**src/rtl/tt_uart_pkg.sv**
```systemverilog
// Shared UART definitions: receiver state encoding, data width and default bit timing
// for the tt_uart_mvm RX/TX blocks.
package tt_uart_pkg;

    localparam int UART_DATA_W               = 8;
    localparam int UART_CLKS_PER_BIT_DEFAULT = 87;
    localparam int UART_SYNC_STAGES_DEFAULT  = 2;

    typedef enum logic [2:0] {
        RX_IDLE      = 3'd0,
        RX_START     = 3'd1,
        RX_DATA      = 3'd2,
        RX_STOP      = 3'd3,
        RX_WAIT_IDLE = 3'd4
    } rx_state_t;

    // Width of a down-counter that must hold CLKS_PER_BIT-1.
    function automatic int uart_cnt_width(input int clks_per_bit);
        return (clks_per_bit > 2) ? $clog2(clks_per_bit) : 1;
    endfunction

endpackage

```
**src/rtl/sync_ff.sv**
```systemverilog
// N-flop synchronizer for asynchronous input pins; every stage resets to 1 so an
// idle-high line never looks active coming out of reset.
module sync_ff #(
    parameter int STAGES = 2,
    parameter int WIDTH  = 1
) (
    input  logic             clk,
    input  logic             rst_n,
    input  logic [WIDTH-1:0] d_i,
    output logic [WIDTH-1:0] q_o
);

    logic [STAGES-1:0][WIDTH-1:0] stage_q;

    // Shift chain: stage 0 captures the pin, the last stage feeds the core.
    always_ff @(posedge clk or negedge rst_n) begin
        if (!rst_n) begin
            stage_q <= '1;
        end else begin
            stage_q <= {stage_q[STAGES-2:0], d_i};
        end
    end

    assign q_o = stage_q[STAGES-1];

endmodule

```
**src/rtl/uart_rx_byte.sv**
```systemverilog
// 8N1 UART receiver with mid-bit sampling, a single-entry valid/ready holding register,
// and one-cycle framing-error / overrun pulses.
module uart_rx_byte
    import tt_uart_pkg::*;
#(
    parameter int CLKS_PER_BIT = UART_CLKS_PER_BIT_DEFAULT,
    parameter int SYNC_STAGES  = UART_SYNC_STAGES_DEFAULT
) (
    input  logic                   clk,
    input  logic                   rst_n,
    input  logic                   ena,
    input  logic                   rx_i,
    output logic [UART_DATA_W-1:0] data_o,
    output logic                   valid_o,
    input  logic                   ready_i,
    output logic                   frame_err_o,
    output logic                   overrun_o,
    output logic                   busy_o
);

    localparam int               CNT_W       = uart_cnt_width(CLKS_PER_BIT);
    localparam logic [CNT_W-1:0] CNT_HALF_M1 = CNT_W'(CLKS_PER_BIT / 2 - 1);
    localparam logic [CNT_W-1:0] CNT_FULL_M1 = CNT_W'(CLKS_PER_BIT - 1);
    localparam logic [CNT_W-1:0] CNT_ONE     = CNT_W'(1);
    localparam logic [2:0]       BIT_LAST    = 3'd7;

    logic                   rx_s;
    logic                   cnt_done_s;
    logic                   consume_s;
    logic                   can_load_s;

    rx_state_t              state_q;
    logic [CNT_W-1:0]       cnt_q;
    logic [2:0]             bit_idx_q;
    logic [UART_DATA_W-1:0] shift_q;
    logic [UART_DATA_W-1:0] data_q;
    logic                   valid_q;
    logic                   frame_err_q;
    logic                   overrun_q;
    logic                   busy_q;

    sync_ff #(
        .STAGES (SYNC_STAGES),
        .WIDTH  (1)
    ) u_rx_sync (
        .clk   (clk),
        .rst_n (rst_n),
        .d_i   (rx_i),
        .q_o   (rx_s)
    );

    // Bit-timer expiry and handshake conditions used by the FSM below.
    always_comb begin
        cnt_done_s = (cnt_q == {CNT_W{1'b0}});
        consume_s  = valid_q & ready_i;
        can_load_s = ~valid_q | ready_i;
    end

    // Receive FSM, bit timer, shift register and the holding register with its pulses.
    always_ff @(posedge clk or negedge rst_n) begin
        if (!rst_n) begin
            state_q     <= RX_IDLE;
            cnt_q       <= {CNT_W{1'b0}};
            bit_idx_q   <= 3'd0;
            shift_q     <= {UART_DATA_W{1'b0}};
            data_q      <= {UART_DATA_W{1'b0}};
            valid_q     <= 1'b0;
            frame_err_q <= 1'b0;
            overrun_q   <= 1'b0;
            busy_q      <= 1'b0;
        end else begin
            frame_err_q <= 1'b0;
            overrun_q   <= 1'b0;
            if (!ena) begin
                // Abandon any frame silently; the holding register is left untouched.
                state_q   <= RX_IDLE;
                busy_q    <= 1'b0;
                cnt_q     <= {CNT_W{1'b0}};
                bit_idx_q <= 3'd0;
            end else begin
                if (consume_s) begin
                    valid_q <= 1'b0;
                end
                case (state_q)
                    RX_IDLE: begin
                        if (!rx_s) begin
                            state_q <= RX_START;
                            busy_q  <= 1'b1;
                            cnt_q   <= CNT_HALF_M1;
                        end
                    end
                    RX_START: begin
                        if (!cnt_done_s) begin
                            cnt_q <= cnt_q - CNT_ONE;
                        end else if (rx_s) begin
                            state_q <= RX_IDLE;
                            busy_q  <= 1'b0;
                        end else begin
                            state_q   <= RX_DATA;
                            cnt_q     <= CNT_FULL_M1;
                            bit_idx_q <= 3'd0;
                        end
                    end
                    RX_DATA: begin
                        if (!cnt_done_s) begin
                            cnt_q <= cnt_q - CNT_ONE;
                        end else begin
                            shift_q[bit_idx_q] <= rx_s;
                            cnt_q              <= CNT_FULL_M1;
                            if (bit_idx_q == BIT_LAST) begin
                                state_q <= RX_STOP;
                            end else begin
                                bit_idx_q <= bit_idx_q + 3'd1;
                            end
                        end
                    end
                    RX_STOP: begin
                        if (!cnt_done_s) begin
                            cnt_q <= cnt_q - CNT_ONE;
                        end else if (rx_s) begin
                            // Byte complete: IDLE is re-entered here so a start bit
                            // right after the stop midpoint is still caught.
                            state_q <= RX_IDLE;
                            busy_q  <= 1'b0;
                            if (can_load_s) begin
                                data_q  <= shift_q;
                                valid_q <= 1'b1;
                            end else begin
                                overrun_q <= 1'b1;
                            end
                        end else begin
                            frame_err_q <= 1'b1;
                            state_q     <= RX_WAIT_IDLE;
                        end
                    end
                    RX_WAIT_IDLE: begin
                        if (rx_s) begin
                            state_q <= RX_IDLE;
                            busy_q  <= 1'b0;
                        end
                    end
                    default: begin
                        state_q <= RX_IDLE;
                        busy_q  <= 1'b0;
                    end
                endcase
            end
        end
    end

    assign data_o      = data_q;
    assign valid_o     = valid_q;
    assign frame_err_o = frame_err_q;
    assign overrun_o   = overrun_q;
    assign busy_o      = busy_q;

endmodule

```
**config.mk**
```make
export PLATFORM = sky130hd
export DESIGN_NAME = uart_rx_byte
export DESIGN_NICKNAME = d
export VERILOG_FILES = /design/src/rtl/tt_uart_pkg.sv /design/src/rtl/sync_ff.sv /design/src/rtl/uart_rx_byte.sv
export SDC_FILE = /design/constraint.sdc
export NUM_CORES = 1
export LEC_CHECK = 0
export ABC_AREA = 1
export CORE_MARGIN = 2
export CORE_UTILIZATION = 45
export CTS_BUF_LIST = sky130_fd_sc_hd__clkbuf_4 sky130_fd_sc_hd__clkbuf_8 sky130_fd_sc_hd__clkbuf_16
export CTS_CLUSTER_DIAMETER = 120
export DETAILED_ROUTE_END_ITERATION = 6
export DONT_BUFFER_PORTS = 1
export HOLD_SLACK_MARGIN = 0.03
export PLACE_DENSITY = 0.72
export SLEW_MARGIN = 40
export SYNTH_ARGS = -nofsm -noshare
export SYNTH_HDL_FRONTEND = slang
export SYNTH_HIERARCHICAL = 1
export SYNTH_SLANG_ARGS = --single-unit
```
**constraint.sdc**
```tcl
create_clock -name clk -period 1.5 [get_ports clk]
set_input_delay 0.15 -clock clk [delete_from_list [all_inputs] [get_ports clk]]
set_output_delay 0.15 -clock clk [all_outputs]
set_load 0.005 [all_outputs]
```
==> results of run 1 <==
[power groups by stage]
stage	clock [mW]	sequential (mW)	combinational [mW]
final	0.868	1.26	1.98
after global routing	0.919	1.28	2.18
after CTS	0.886	1.25	1.79
after detailed placement	0	1.27	1.70
after global placement	0	1.27	1.65
after floorplan	0	1.24	1.09
[registers in the layout (all words and copies together), names as in the netlist]
name and flops:
bit_idx_q 3, busy_o 1, cnt_q 7, data_o 8
frame_err_o 1, overrun_o 1, shift_q 8, state_q 3
u_rx_sync/q_o 1, u_rx_sync/stage_q 1, valid_o 1
[critical path, cell delays in order, from the launching register on]
cell	delay (ps)
dfrtp_1	400
inv_2	90
ha_4	140
inv_2	40
nor2_4	110
nand3_4	100
nor3_4	300
nand2_4	140
nand2_1	100
o21ai_2	50
[layout by cell type (no fill, tap or decap), types with 7 or more instances in the layout]
cell     instances
nor2_1          19
inv_2            9
buf_4           24
nor2_4          11
nand3_1         10
a21oi_1          9
o21ai_2          7
nand2_2         19
inv_1           18
nand2_1         60
dfrtp_1         32
[what timing repair did]
action | in CTS | in global routing
resized for setup | 11 | 34
gates cloned | 1 | 0
hold buffers | 3 | 0
setup buffers | 1 | 0
hold endpoints to repair | 36 | 0
endpoints found under the setup margin | 16 | 31
pin swaps | 5 | 14
[kinds of logic after synthesis]
kind of cell	Yosys count	synth area share, %
AOI/OAI and AO/OA	26	8.58
xor gates and xnor gates	3	1.39
adders and majority gates	4	2.64
buffers and inverters	32	6.93
DFF	35	46.3
and+or+nand+nor	143	34.2
[layout make-up]
class	instances	area, sq um	share of cell area, %
Multi-Input combinational cell	177	1060	43.0
Timing Repair Buffer	29	251	10.1
Clock inverter	3	43.8	1.77
Sequential cell	35	880	35.5
Tap cell	50	62.6	2.52
Clock buffer	5	68.8	2.78
Inverter	28	108	4.34
[worst min path at each step]
| stage | endpoint | cells after the start | slack [ps] | start |
|---|---|---|---|---|
| global placement | busy_o | 0 | -140 | rst_n |
| floorplan | bit_idx_q[0] | 0 | -150 | rst_n |
| detailed placement | busy_o | 0 | -140 | rst_n |
| CTS | valid_o | 3 | 50 | ready_i |
| global route | valid_o | 3 | 90 | ready_i |
| finish | valid_o | 3 | 50 | ready_i |
[metrics by stage]
| step | instance area (sq um) | total power [mW] | utilization [%] | setup slack (ps) | TNS, ps |
|---|---|---|---|---|---|
| finish | 2480 | 4.10 | 61.5 | -74.6 | -586 |
| detailed placement | 2160 | 2.97 | 53.6 | -181 | -1390 |
| global placement | 2160 | 2.91 | 53.6 | -75.9 | -528 |
| global route | 2480 | 4.38 | 61.5 | -160 | -2160 |
| CTS | 2360 | 3.93 | 58.6 | -42.9 | -243 |
| floorplan | 1920 | 2.33 | - | -29.7 | -82.7 |
[per-layer routing]
metal  vias to the layer above  part of all wire (%)
met1                       812                    45
li1                        834                     -
met5                         -                     0
met3                         4                   3.8
met4                         0                  0.62
met2                        37                    51
==> impl_metrics.csv, run 1 <==
group,metric,value,unit
yosys,synth_warnings,6,
clock_network,clk_pin_slew,80,ps
yosys,synth_edf_count,0,
flow_run,cap_violations,0,
floorplanning,core,0.00403,sq mm
global_routing,gr-usage-met2,32.9,%
routing,ant_nets,0,
yosys,netlist_top_cells_count,"76 x nand2_1, 33 x dfrtp_1, 29 x nor2_1",
global_routing,grtUsageMet1,26.0,%
status,outcome,"complete, but fails checks",
global_routing,grt_antenna_before_repair,0,
yosys,synthCells,243,
global_routing,busiest_layer,"met2",
power,leakagePower,1.26,nW
yosys,synth_area_leaders,"dfrtp_1 44%, nand2_1 15%, nor2_1 5.7%",
placement,place_inst,314,
power,p_int,2.46,mW
floorplanning,io_pins,17,
placement,dp.final_hpwl,3010,um
finish,area_growth_syn_to_layout,30.7,%
timing,rsz0062_at_grt,"yes",
yosys,synth_area,0.00190,sq mm
clock_network,h-tree-depth,2,
critical_path,endpoint,"data_o[2]",
critical_path,rr_endpoint,"data_o[2]",
critical_path,critPathKind,"flop to flop",
power,sw_frac_of_total,40.1,%
global_routing,grt_max_degree,36,
routing,num_vias,1687,
yosys,ys_ff_latch,35,
floorplanning,die_y,68.9,um
finish,filler_cell_count,344,
power,p_sw,1.65,mW
clock_network,clock-root-buffer,"clkbuf_8",
finish,nets,285,
routing,wl,4330,um
power,pwr-share-seq,30.7,%
routing,drcViolationCount,0,
yosys,ys_seq_area_share,46.3,%
floorplanning,start_util,47.1,%
yosys,avgSynthCellArea,7.81,sq um
placement,gp_congestion,0.883,
timing,maxSlewHeadroom,78.8,%
floorplanning,std_cell_rows,23,
critical_path,cp-start-kind,"flop",
floorplanning,die_x,68.9,um
critical_path,worst_ep_required_time,1690,ps
routing,drt_iter0_drc,75,
critical_path,endpoint_kind,"flop",
global_routing,gr-total-overflow,0,
yosys,async_reset_ff_share,100,%
critical_path,worstRegToRegCells,9,
clock_network,worstSkewPairLatency,300,ps
yosys,syn_nets,252,
power,p_per_area,1660,mW/mm^2
clock_network,cts.sinks,35,
timing,worst_pin_slew,316,ps
timing,setup_viol,15,
timing,finalWorstSetupSlack,-74.6,ps
power,combPwrFrac,48.2,%
status,violations,"setup timing",
yosys,yosysTopAreaCellShare,43.5,%
yosys,synth_most_common_cell,"nand2_1",
global_routing,grtUsageTotal,20.4,%
clock_network,numCtsBuffers,5,
global_routing,grt_pass1_wl,7170,um
routing,wl_per_cell,13.2,um
floorplanning,die_area,0.00475,sq mm
timing,hold_viol_final,0,
timing,report.final.slew_viol_count,0,
timing,clock.fmax,635,MHz
clock_network,cts_tree,"done",
routing,viasPerCell,5.16,
critical_path,startpoint,"cnt_q[1]",
worst_hold_path,hold_class,"input port to flop",
power,ir_drop,0.000798,V
clock_network,cts_buffer_depth,2,
finish,final_cells,327,
critical_path,arrival,1770,ps
power,p_clk_share,21.1,%
critical_path,crit-reg2reg-launch,"cnt_q[1]",
timing,finalCritPeriodShare,105,%
timing,finClkSkew,4.80,ps
finish,antenna_cells,0,
global_routing,grt_use_met3,6.17,%
critical_path,r2r_setup_slack,-70,ps
critical_path,path_max_fanout,8,
routing,first_pass_iters,4,
placement,io_buffers,0,
finish,layout-drive-gt1-share,36.8,%
global_routing,grt_pass1_vias,1681,
yosys,synth_top_cell_by_area,"dfrtp_1",
yosys,synth_ff_type,"dfrtp_1",
timing,fin_hold_ws,51.5,ps
yosys,synth.distinct_cells,30,
timing,fin_crit,1570,ps
(Power assumes the default switching activity.)
==> run 2: changes to the inputs <==
--- a/config.mk
+++ b/config.mk
@@ -9,7 +9,7 @@
 export CORE_MARGIN = 2
 export CORE_UTILIZATION = 45
 export CTS_BUF_LIST = sky130_fd_sc_hd__clkbuf_4 sky130_fd_sc_hd__clkbuf_8 sky130_fd_sc_hd__clkbuf_16
-export CTS_CLUSTER_DIAMETER = 120
+export CTS_CLUSTER_DIAMETER = 30
 export DETAILED_ROUTE_END_ITERATION = 6
 export DONT_BUFFER_PORTS = 1
 export HOLD_SLACK_MARGIN = 0.03
==> results of run 2 <==
Final layout, timing and power as in run 1 (identical DEF).
==> run 3: changes to the inputs <==
--- a/config.mk
+++ b/config.mk
@@ -19,3 +19,4 @@
 export SYNTH_HDL_FRONTEND = slang
 export SYNTH_HIERARCHICAL = 1
 export SYNTH_SLANG_ARGS = --single-unit
+export TNS_END_PERCENT = 5
==> impl_metrics.csv, run 3 (synthesis results as in run 1) <==
group,metric,value,unit
global_routing,gr-usage-met2,32.7,%
placement,gp_congestion,0.883,
placement,io_buffers,0,
critical_path,cp_num_buf_inv,2,
clock_network,numCtsBuffers,5,
timing,finalCritPeriodShare,105,%
routing,drt_iter0_drc,80,
finish,layout-drive-gt1-share,30.3,%
finish,nets,285,
routing,viasPerCell,5.10,
timing,maxSlewHeadroom,79.1,%
critical_path,cp-start-kind,"flop",
routing,wl_per_cell,12.8,um
timing,clock.fmax,635,MHz
critical_path,arrival,1770,ps
routing,ant_nets,0,
floorplanning,die_area,0.00475,sq mm
floorplanning,std_cell_rows,23,
timing,worst_pin_slew,311,ps
clock_network,worstSkewPairLatency,290,ps
critical_path,crit_path_top_delay_cell,"dfrtp_1",
placement,placed_area,0.00216,sq mm
clock_network,cts_tree,"done",
power,p_per_area,1650,mW/mm^2
finish,stdcell_area,0.00241,sq mm
critical_path,path_max_fanout,8,
critical_path,worst_ep_required_time,1690,ps
critical_path,critPathMaxStageDelay,400,ps
worst_hold_path,hold_class,"input port to flop",
finish,antenna_cells,0,
finish,layout_commonest_cell,"nand2_1",
timing,fin_tns_setup,-561,ps
placement,dp.final_hpwl,3010,um
placement,place_inst,314,
status,violations,"setup timing",
power,power.total,3.99,mW
finish,filler_cell_count,350,
clock_network,cts.sinks,35,
timing,finalWorstSetupSlack,-74.0,ps
routing,wl,4190,um
global_routing,gr-total-overflow,0,
global_routing,busiest_layer,"met2",
finish,final_cells,327,
timing,rsz0062_at_grt,"yes",
global_routing,grt_pass1_wl,7110,um
floorplanning,die_x,68.9,um
global_routing,grt_max_degree,36,
clock_network,h-tree-depth,2,
floorplanning,start_util,47.1,%
critical_path,endpoint_kind,"flop",
power,leakagePower,1.24,nW
timing,fin_crit,1570,ps
timing,finClkSkew,7.12,ps
power,ir_drop,0.000775,V
status,outcome,"complete, but fails checks",
routing,first_pass_iters,4,
global_routing,grt_antenna_before_repair,0,
global_routing,grt_use_met3,5.84,%
timing,report.final.slew_viol_count,0,
clock_network,clock-root-buffer,"clkbuf_8",
routing,drcViolationCount,0,
global_routing,grt_pass1_vias,1651,
clock_network,cts_buffer_depth,2,
clock_network,clk_pin_slew,80,ps
flow_run,cap_violations,0,
floorplanning,die_y,68.9,um
placement,dp_worst_setup_slack,-181,ps
timing,hold_viol_final,0,
finish,area_growth_syn_to_layout,27.3,%
critical_path,critPathKind,"flop to flop",
routing,num_vias,1668,
floorplanning,core,0.00403,sq mm
critical_path,crit_top_cell,"inv_2",
floorplanning,io_pins,17,
critical_path,crit_family,"simple AND/OR/NAND/NOR gates",
critical_path,cp_cell_sequence,"inv_2, ha_4, inv_2, nor2_4, nand3_4, nor3_4, nand2_4, nand2_1, o21ai_2",
global_routing,grtUsageTotal,20.3,%
timing,setup_viol,12,
finish,final_cell_mix,"72 x nand2_1, 33 x dfrtp_1, 25 x buf_4",
global_routing,grtUsageMet1,26.4,%
-- run 3: final timing paths --
| check | from | to | slack (ps) | depth (start not counted) |
|---|---|---|---|---|
| setup / recovery | cnt_q[1] | data_o[2] | -70 | 9 |
| min in group asynchronous | rst_n | state_q[2] | 300 | 2 |
| hold / removal | ready_i | valid_o | 50 | 3 |
| hold reg to reg | u_rx_sync/stage_q[0] | u_rx_sync/q_o | 360 | 0 |
| max in group asynchronous | rst_n | u_rx_sync/q_o | 940 | 2 |
| setup reg to reg | cnt_q[1] | data_o[2] | -70 | 9 |
-- run 3: metal layers --
metal / routed length (um) / share of wire (%)
met5: 0 / 0
met1: 1930 / 46
met4: 30 / 0.72
met3: 192 / 4.6
met2: 2040 / 49
-- run 3: stage by stage --
stage	hold slack, ps	util (%)
floorplan	-146	-
global placement	-145	53.6
detailed placement	-145	53.6
CTS	47.9	58.6
global route	89.7	59.9
finish	54.8	59.9
-- run 3: area by class of cell --
class	instances	area, sq um	area share [%]
clock buffers	5	68.8	2.85
repair buffers	29	248	10.3
clock inverters	3	43.8	1.81
multi-input cells	177	1010	41.8
well taps	50	62.6	2.59
inverters	28	105	4.35
flip-flops and latches	35	878	36.4
-- run 3: timing repair --
action	CTS	global route
gates cloned	1	0
pin swaps	2	4
hold buffers	3	0
endpoints found under the hold margin	36	0
resized for setup	10	13
buffers inserted	1	0
setup endpoints to repair	16	31
-- run 3: worst register-to-register path: stages (launching register included) --
cell and delay (ps):
dfrtp_1 400, inv_2 90, ha_4 140, inv_2 40
nor2_4 110, nand3_4 100, nor3_4 300, nand2_4 140
nand2_1 100, o21ai_2 50
-- run 3: where the power goes --
part           internal [mW]  total [mW]  switching (mW)
registers               1.10        1.25           0.153
clock network          0.495       0.863           0.368
logic                  0.820        1.87            1.05
